<file path="config.mk">
export PLATFORM = sky130hd
export DESIGN_NAME = input_conditioner_flat
export DESIGN_NICKNAME = d
export VERILOG_FILES = /design/src/rtl/input_conditioner_if.sv /design/src/rtl/input_conditioner.sv /design/src/flat_wrapper.sv
export SDC_FILE = /design/constraint.sdc
export NUM_CORES = 1
export LEC_CHECK = 0
export BUFFER_PORTS_ARGS = -buffer_cell sky130_fd_sc_hd__buf_2
export CAP_MARGIN = 0
export CELL_PAD_IN_SITES_DETAIL_PLACEMENT = 1
export CELL_PAD_IN_SITES_GLOBAL_PLACEMENT = 1
export CORE_UTILIZATION = 44
export CTS_CLUSTER_DIAMETER = 30
export DETAILED_ROUTE_END_ITERATION = 8
export PLACE_DENSITY = 0.82
export SETUP_SLACK_MARGIN = 0.05
export SKIP_LAST_GASP = 1
export SYNTH_ARGS = -nofsm -noshare
export SYNTH_HDL_FRONTEND = slang
export SYNTH_SLANG_ARGS = --single-unit
</file>
<file path="constraint.sdc">
create_clock -name clock -period 1.55 [get_ports clock]
set_input_delay 0.31 -clock clock [delete_from_list [all_inputs] [get_ports clock]]
set_output_delay 0.31 -clock clock [all_outputs]
set_load 0.02 [all_outputs]
</file>
<file path="src/rtl/input_conditioner_if.sv">
// Bus between the board-pin side and the input conditioner: raw pins and game requests in,
// debounced channel state, edge pulses, sticky presses and the LED pin out.
interface input_conditioner_if #(
    parameter int N_CH = 3
);
    logic [N_CH-1:0] raw_in;
    logic            clear_inputs;
    logic            led_req;
    logic [N_CH-1:0] level;
    logic [N_CH-1:0] rise;
    logic [N_CH-1:0] fall;
    logic [N_CH-1:0] pressed;
    logic            LED_OUT;

    modport master (
        output raw_in, clear_inputs, led_req,
        input  level, rise, fall, pressed, LED_OUT
    );

    modport slave (
        input  raw_in, clear_inputs, led_req,
        output level, rise, fall, pressed, LED_OUT
    );
endinterface

</file>
<file path="src/rtl/input_conditioner.sv">
// N-channel control front end: synchroniser, polarity fix, debouncer, edge pulses, sticky presses, LED pin.
// Optional macro INPUT_REPEAT_EN adds auto-repeat rise pulses while a channel stays asserted.
module input_conditioner #(
    parameter int              N_CH            = 3,
    parameter int              SYNC_STAGES     = 2,
    parameter int              DEBOUNCE_CYCLES = 16,
    parameter logic [N_CH-1:0] ACTIVE_LOW      = {N_CH{1'b1}},
    parameter logic            LED_ACTIVE_LOW  = 1'b0,
    parameter int              REPEAT_CYCLES   = 32
) (
    input logic                  clock,
    input logic                  reset,
    input_conditioner_if.slave   io
);
    localparam int            CW       = $clog2(DEBOUNCE_CYCLES + 1);
    localparam logic [CW-1:0] CNT_LAST = CW'(DEBOUNCE_CYCLES - 1);

    if (SYNC_STAGES < 2 || DEBOUNCE_CYCLES < 1 || REPEAT_CYCLES < 1) begin : g_bad_params
        $error("input_conditioner: illegal parameter value");
    end

    logic [N_CH-1:0] sync_q [SYNC_STAGES];
    logic [N_CH-1:0] sync_d [SYNC_STAGES];
    logic [CW-1:0]   cnt_q  [N_CH];
    logic [CW-1:0]   cnt_d  [N_CH];
    logic [N_CH-1:0] level_q, level_d;
    logic [N_CH-1:0] rise_q, rise_d;
    logic [N_CH-1:0] fall_q, fall_d;
    logic [N_CH-1:0] pressed_q, pressed_d;
    logic            led_q, led_d;
    logic [N_CH-1:0] samp_s;
    logic [N_CH-1:0] accept_s;

`ifdef INPUT_REPEAT_EN
    localparam int            HW        = (REPEAT_CYCLES > 1) ? $clog2(REPEAT_CYCLES) : 1;
    localparam logic [HW-1:0] HOLD_LAST = HW'(REPEAT_CYCLES - 1);
    logic [HW-1:0] hold_q [N_CH];
    logic [HW-1:0] hold_d [N_CH];
`endif

    // Next-state logic: synchroniser shift, debounce counters, edge pulses, sticky flags, LED.
    always_comb begin
        sync_d[0] = io.raw_in;
        for (int k = 1; k < SYNC_STAGES; k++) begin
            sync_d[k] = sync_q[k-1];
        end
        samp_s   = sync_q[SYNC_STAGES-1] ^ ACTIVE_LOW;
        accept_s = {N_CH{1'b0}};
        level_d  = level_q;
        for (int i = 0; i < N_CH; i++) begin
            cnt_d[i] = cnt_q[i];
            if (samp_s[i] == level_q[i]) begin
                cnt_d[i] = {CW{1'b0}};
            end else if (cnt_q[i] == CNT_LAST) begin
                accept_s[i] = 1'b1;
                level_d[i]  = samp_s[i];
                cnt_d[i]    = {CW{1'b0}};
            end else begin
                cnt_d[i] = cnt_q[i] + CW'(1);
            end
        end
        rise_d = accept_s & samp_s;
        fall_d = accept_s & ~samp_s;
`ifdef INPUT_REPEAT_EN
        // Hold counter restarts at every accept and idles at zero while the channel is released.
        for (int i = 0; i < N_CH; i++) begin
            hold_d[i] = hold_q[i];
            if (accept_s[i] || !level_q[i]) begin
                hold_d[i] = {HW{1'b0}};
            end else if (hold_q[i] == HOLD_LAST) begin
                hold_d[i] = {HW{1'b0}};
                rise_d[i] = 1'b1;
            end else begin
                hold_d[i] = hold_q[i] + HW'(1);
            end
        end
`endif
        // A new rise always survives a coincident clear so no press is ever lost.
        if (io.clear_inputs) begin
            pressed_d = rise_d;
        end else begin
            pressed_d = pressed_q | rise_d;
        end
        led_d = io.led_req ^ LED_ACTIVE_LOW;
    end

    // State registers; sync flops reset to the idle pin level so reset never looks like a press.
    always_ff @(posedge clock or posedge reset) begin
        if (reset) begin
            for (int k = 0; k < SYNC_STAGES; k++) begin
                sync_q[k] <= ACTIVE_LOW;
            end
            for (int i = 0; i < N_CH; i++) begin
                cnt_q[i] <= {CW{1'b0}};
            end
            level_q   <= {N_CH{1'b0}};
            rise_q    <= {N_CH{1'b0}};
            fall_q    <= {N_CH{1'b0}};
            pressed_q <= {N_CH{1'b0}};
            led_q     <= LED_ACTIVE_LOW;
        end else begin
            sync_q    <= sync_d;
            cnt_q     <= cnt_d;
            level_q   <= level_d;
            rise_q    <= rise_d;
            fall_q    <= fall_d;
            pressed_q <= pressed_d;
            led_q     <= led_d;
        end
    end

`ifdef INPUT_REPEAT_EN
    // Auto-repeat hold counters.
    always_ff @(posedge clock or posedge reset) begin
        if (reset) begin
            for (int i = 0; i < N_CH; i++) begin
                hold_q[i] <= {HW{1'b0}};
            end
        end else begin
            hold_q <= hold_d;
        end
    end
`endif

    assign io.level   = level_q;
    assign io.rise    = rise_q;
    assign io.fall    = fall_q;
    assign io.pressed = pressed_q;
    assign io.LED_OUT = led_q;
endmodule

</file>
<file path="src/flat_wrapper.sv">
// flat-port wrapper written by rule: the top's interface ports become plain ports
module input_conditioner_flat 
#(
    parameter int              N_CH            = 3,
    parameter int              SYNC_STAGES     = 2,
    parameter int              DEBOUNCE_CYCLES = 16,
    parameter logic [N_CH-1:0] ACTIVE_LOW      = {N_CH{1'b1}},
    parameter logic            LED_ACTIVE_LOW  = 1'b0,
    parameter int              REPEAT_CYCLES   = 32
)
  (clock, reset, io_raw_in, io_clear_inputs, io_led_req, io_level, io_rise, io_fall, io_pressed, io_LED_OUT);
  input_conditioner_if #(.N_CH(N_CH)) io_i ();
  input logic clock;
  input logic reset;
  input wire logic [$bits(io_i.raw_in)-1:0] io_raw_in;
  input wire logic [$bits(io_i.clear_inputs)-1:0] io_clear_inputs;
  input wire logic [$bits(io_i.led_req)-1:0] io_led_req;
  output wire logic [$bits(io_i.level)-1:0] io_level;
  output wire logic [$bits(io_i.rise)-1:0] io_rise;
  output wire logic [$bits(io_i.fall)-1:0] io_fall;
  output wire logic [$bits(io_i.pressed)-1:0] io_pressed;
  output wire logic [$bits(io_i.LED_OUT)-1:0] io_LED_OUT;
  assign io_i.raw_in = io_raw_in;
  assign io_i.clear_inputs = io_clear_inputs;
  assign io_i.led_req = io_led_req;
  assign io_level = io_i.level;
  assign io_rise = io_i.rise;
  assign io_fall = io_i.fall;
  assign io_pressed = io_i.pressed;
  assign io_LED_OUT = io_i.LED_OUT;
  input_conditioner #(.N_CH(N_CH), .SYNC_STAGES(SYNC_STAGES), .DEBOUNCE_CYCLES(DEBOUNCE_CYCLES), .ACTIVE_LOW(ACTIVE_LOW), .LED_ACTIVE_LOW(LED_ACTIVE_LOW), .REPEAT_CYCLES(REPEAT_CYCLES)) u_core (.clock(clock), .reset(reset), .io(io_i));
endmodule
</file>
# Word-level counts from Yosys, hierarchy flattened
# Index checks and enable logic that the tools add are counted.
word_totals:
  reg_bits: 34
  input_bits: 7
  output_inout_bits: 13
  word_cells: 45
op_classes:
  n_addsub: 3
  eq_ne: 6
  mux: 13
  n_bitwise: 8
  reduce_logical: 3
op_table:
  columns: ["operator", "n"]
  rows:
  - ["two-way mux 5 bit", 6]
  - ["adder 5 x 1 -> 5 bit, second input constant", 3]
  - ["equality test 5 x 4 -> 1 bit, second input constant", 3]
  - ["bitwise AND 3 bit", 2]
  - ["two-way mux 1 bit", 6]
  - ["inverter 3 bit", 2]
  - ["AND reduction 2 bit", 3]
  - ["equality test 1 bit", 3]
  - ["two-way mux 3 bit", 1]
  - ["inverter 1 bit", 3]
  - ["bitwise OR 3 bit", 1]

# Depth between registers and ports, before layout
logic_depth:
  word_depth: 6
  ltp_mapped: 4
  depth_no_buf: 4

# Worst setup path after synthesis
# Ideal clock, no wire load.
synth_path:
  kind: "flip-flop to flip-flop"
  from: "register u_core.cnt_q[5] (netlist bit)"
  to: "register u_core.pressed_q[1] (netlist: u_core.io.pressed[1])"
  setup_time_ps: 119
  arrival_time_ps: 982
  t_required_ps: 1431
  setup_slack_ps: 449
  path_stages_with_launch: 5
  n_path_buf: 0
  synth_period_minus_slack_ps: 1101
  path_cell_list: "dfrtp_1 ha_1 nand4b_4 nor3_4 a21o_2"
synth_between:
  elab_chain_len: 6
synth_lines:
  columns: ["element", "line", "rtl"]
  rows:
  - ["start, declared", "input_conditioner.sv:24", "logic [CW-1:0] cnt_q [N_CH];"]
  - ["start signal, assigned by index", "input_conditioner.sv:94", "cnt_q[i] <= {CW{1'b0}};"]
  - ["start signal, assigned", "input_conditioner.sv:103", "cnt_q <= cnt_d;"]
  - ["equality test 5 x 4 -> 1 bit (*)", "input_conditioner.sv:54", "end else if (cnt_q[i] == CNT_LAST) begin"]
  - ["two-way mux 1 bit (*)", "input_conditioner.sv:54", null]
  - ["two-way mux 1 bit (*)", "input_conditioner.sv:52", "if (samp_s[i] == level_q[i]) begin"]
  - ["bitwise AND 3 bit (*)", "input_conditioner.sv:62", "rise_d = accept_s & samp_s;"]
  - ["via u_core.rise_d[1]", "input_conditioner.sv:27", "logic [N_CH-1:0] rise_q, rise_d;"]
  - ["bitwise OR 3 bit", "input_conditioner.sv:82", "pressed_d = pressed_q | rise_d;"]
  - ["two-way mux 3 bit (*)", "input_conditioner.sv:79", "if (io.clear_inputs) begin"]
  - ["via u_core.pressed_d[1]", "input_conditioner.sv:29", "logic [N_CH-1:0] pressed_q, pressed_d;"]
  - ["end signal, assigned", "input_conditioner.sv:99", "pressed_q <= {N_CH{1'b0}};"]
  - ["end signal, assigned", "input_conditioner.sv:107", "pressed_q <= pressed_d;"]
  - ["end, declared", "input_conditioner.sv:29", null]
# Mark *: on every way through the listed nets, which the timed path passes. The rest lies on a longest branch.
# A chain may end at the register's enable or synchronous reset.

# Final worst setup path
layout_path:
  from: "register u_core.level_q[0] (netlist: u_core.io.level[0])"
  to: "output port io_level[0]"
layout_lines:
  columns: ["element", "line", "rtl"]
  rows:
  - ["start, declared", "input_conditioner.sv:26", "logic [N_CH-1:0] level_q, level_d;"]
  - ["start signal, assigned", "input_conditioner.sv:96", "level_q <= {N_CH{1'b0}};"]
  - ["start signal, assigned", "input_conditioner.sv:104", "level_q <= level_d;"]
  - ["end, declared", "flat_wrapper.sv:18", "output wire logic [$bits(io_i.level)-1:0] io_level;"]
# No word-level cell between the ends.

==> impl_results.md <==
* Final routed DRC violation total at 0
* Maximum number of pins on one net before global-route repair at 35
* Buffer depth of the longest clock path at 2
* Die span in y at ~56 um
* Number of design-rule violations left by the first detailed-router iteration at 11
* Total negative setup slack at 0 ps
* Post-cts resize count at 0
* Die area at about 0.0032 mm2
* DR pass1 iterations at 3
* Post-synthesis async set-or-reset flop share at 100%
* Cell with the largest stage delay on the worst path: sky130_fd_sc_hd__dfrtp_1
* Mean post-synth cell area at 13.9 um2
* Leakage power total at between 0.8 and 0.9 nW
* Number of cells on the worst reg-to-reg path at 4
* Adder-cell share of the synthesized area at just under 3%
* Detailed-placement wirelength estimate at ~1.7 mm
* Biggest area consumer among synthesized cells: sky130_fd_sc_hd__dfrtp_1
* Hold buffer count at cts at 0
* Total count of max-transition violations in the final report at 0
* Largest fanout of any net on the critical path at 5
* Area inside the core boundary at 0.00276 mm2
* Relative slew slack at a little under three quarters
* Detailed-route wire length per cell at between 15 and 20 um
* Final GP Congestion at between 0.7 and 0.8
* CTS Buf Count at 5
* Post-synth net total at approximately 100
* Area contributors post-synth: sky130_fd_sc_hd__dfrtp_1 (54%), sky130_fd_sc_hd__dfstp_2 (12%), sky130_fd_sc_hd__nand4b_4 (5.5%), sky130_fd_sc_hd__xor2_1 (4.1%), sky130_fd_sc_hd__nor3_4 (3.8%)
* CTS sink cnt at 34
* Top achievable clock speed at between 0.7 and 0.8 GHz
* Number of vias in the routed layout at around 790
* Combinational family with the most area after synthesis: simple AND/OR/NAND/NOR gates
* Vias in the first global route at around 940
* Routed vias/inst at a little over 5
* Gate count after technology mapping at between 90 and 100
* Cell Pwr Density at between 1000 and 1500 mW/mm2
* Global routing usage summed across all routing layers at around a fifth
* Path category of the worst min-delay check: primary input to asynchronous set/reset pin
* Root cell of the clock tree: sky130_fd_sc_hd__clkbuf_4
* Mux contribution to synthesized area at 0%
* Global-route wire length before repair at 4.38 mm
* Final setup vio count at 0
* Slowest stage delay, CP at 490 ps
* Max H-tree Level at 2
* Proportion of netlist area held by the largest area contributor at 54.3%
* Synth-to-layout area growth at 15.6%
* Number of I/O port buffers at 19
* Final Core Density at a little over half
* YS warnings at 0
* Top cell family by delay on the critical path: flip-flops
* Number of max-cap violations at 0
* Cells along the critical path: buf_2
* Post-Route Skew at about 9.2 ps
* Run status: finished, final reports clean
* Inserted Diodes at 0
* CTS tree: done
* Synth Register Bits at 34
* Portion of the post-synthesis area used by sequential elements at 66.5%
* Clock latency reported for the late side of the worst-skew pair at between 300 and 400 ps
* NumNets Final at 130
* Top-count cell post-synth: sky130_fd_sc_hd__dfrtp_1
* Worst IR drop on VDD at a little over 700 uV
* Area fraction in compound gates after synthesis at between 4 and 5%
* Req. time, crit path at 1240 ps
* Clock-pin slew on the worst setup and hold paths at 100 ps
* Transition at the pin with the smallest max-transition slack at around 420 ps
* Setup crit end kind: output pin
* Boundary Pins at 20
* FP Rows at 19
* Total stage count of the critical path at 1
* Effective utilization at floorplan at 46.8%
* Final ANT Viol Nets at 0
* Antenna violations before repair at 0
* Kind of critical path: flop to output pin
* Prevailing post-synth register cell: sky130_fd_sc_hd__dfrtp_1
* Post-CTS Setup Repair Bufs at 0
* Ranking of synthesized cells by instance count: sky130_fd_sc_hd__dfrtp_1 (28), sky130_fd_sc_hd__nand2_1 (12), sky130_fd_sc_hd__nor2_1 (9), sky130_fd_sc_hd__dfstp_2 (6), sky130_fd_sc_hd__xor2_1 (6)
* Unique cell type count in the Yosys netlist at 17
* Total standard cell area after synthesis at between 0.001 and 0.0015 mm2
* Post-route fraction of the period consumed by the critical path at 86.2%
* Xor/xnor cell area share of the yosys netlist at approximately 6.1%
* Die width at roughly 56 um
* Count of flip-flops with a built-in enable after synthesis at 0
* Number of failing hold endpoints at the final stage at 0
* Layout cell share with drive strength beyond 1 at roughly a third
* Final global-route overflow total at 0
* RSZ-0062 raised after global routing: false
* Simple-gate portion of the synthesized area at around 19%
* Total length of routed wires at about 2.4 mm
* Nature of the critical path startpoint: flop
* WP buf/inv at 1
* Final worst path period need at 1340 ps
* Arrival time of data at the critical path endpoint at just over 1000 ps
==> power by group <==
part | internal [mW] | total, mW | switching [mW]
combinational | 0.0302 | 0.0764 | 0.0462
sequential | 0.922 | 0.950 | 0.0287
clock | 0.220 | 0.501 | 0.281
==> cell families after synthesis <==
logic type                 after synthesis
and+or+nand+nor                         36
buffers and inverters                    2
xor gates and xnor gates                 9
DFF                                     34
AOI/OAI and AO/OA                        9
adders and majority gates                3
==> per-layer routing <==
layer	vias up	GRT usage [%]	part of all wire, %
met5	-	0	0
met2	17	30.4	51
li1	365	-	-
met4	0	9.76	1.2
met3	4	7.21	4.2
met1	403	22.7	43
==> flip-flops by register name, indices dropped and copies added (netlist names) <==
register / count
u_core.cnt_q: 15
u_core.io.level: 3
u_core.io.fall: 3
u_core.sync_q: 3
u_core.io.pressed: 3
u_core.io.LED_OUT: 1
u_core.io.rise: 3
u_core.sync_d: 3
==> path summary, 6_finish.rpt <==
check                                                from  slack [ps]                              to
hold / removal                                      reset          40       u_core.cnt_q[7]$_DFF_PP0_
max in group asynchronous                           reset        1160      u_core.sync_q[1]$_DFF_PP1_
hold reg to reg                u_core.sync_d[2]$_DFF_PP1_         370      u_core.sync_q[2]$_DFF_PP1_
setup / recovery           u_core.io.level[0]$_DFFE_PP0N_         210                     io_level[0]
setup reg to reg                u_core.cnt_q[0]$_DFF_PP0_         370  u_core.io.pressed[2]$_DFF_PP0_
min in group clock                           io_raw_in[1]          70      u_core.sync_d[1]$_DFF_PP1_
==> cells in the final DEF (no fill, tap or decap) <==
| master | n |
|---|---|
| sky130_fd_sc_hd__a31oi_1 | 3 |
| sky130_fd_sc_hd__nand3_1 | 3 |
| sky130_fd_sc_hd__buf_2 | 19 |
| sky130_fd_sc_hd__clkbuf_1 | 1 |
| sky130_fd_sc_hd__and3_1 | 3 |
| sky130_fd_sc_hd__dfstp_2 | 6 |
| sky130_fd_sc_hd__and2_1 | 3 |
| sky130_fd_sc_hd__nand4b_4 | 3 |
| sky130_fd_sc_hd__o21ai_0 | 3 |
| sky130_fd_sc_hd__xor2_1 | 6 |
| sky130_fd_sc_hd__clkinv_2 | 1 |
| sky130_fd_sc_hd__inv_1 | 2 |
| sky130_fd_sc_hd__xnor2_1 | 3 |
| sky130_fd_sc_hd__nand2_1 | 12 |
| sky130_fd_sc_hd__buf_4 | 1 |
| sky130_fd_sc_hd__nor2_1 | 9 |
| sky130_fd_sc_hd__nor3_4 | 3 |
| sky130_fd_sc_hd__clkbuf_4 | 5 |
| sky130_fd_sc_hd__a21o_2 | 1 |
| sky130_fd_sc_hd__clkbuf_8 | 1 |
| sky130_fd_sc_hd__ha_1 | 3 |
| sky130_fd_sc_hd__a21o_1 | 2 |
| sky130_fd_sc_hd__dfrtp_1 | 28 |
==> metrics by stage <==
step | cells | hold slack [ps] | setup WS [ps] | cell area [um2] | power (mW)
final | 152 | 42.7 | 214 | 1490 | 1.53
after CTS | 152 | 51.7 | 191 | 1490 | 1.55
after detailed placement | 144 | 350 | 372 | 1430 | 1.04
after global placement | 144 | 346 | 437 | 1430 | 1.03
after global routing | 152 | 33.7 | 139 | 1490 | 1.60
after floorplan | 93 | 314 | 449 | 1290 | 1.01
==> area by class of cell <==
cell class | instances | area [um2]
fill | 313 | 1260
clock buffer | 7 | 55.1
multi-input combinational | 57 | 425
inverter | 2 | 7.51
timing repair buffer | 20 | 103
tap | 31 | 38.8
clock inverter | 1 | 5.00
sequential | 34 | 858
Power figures use the tool's default switching activity.
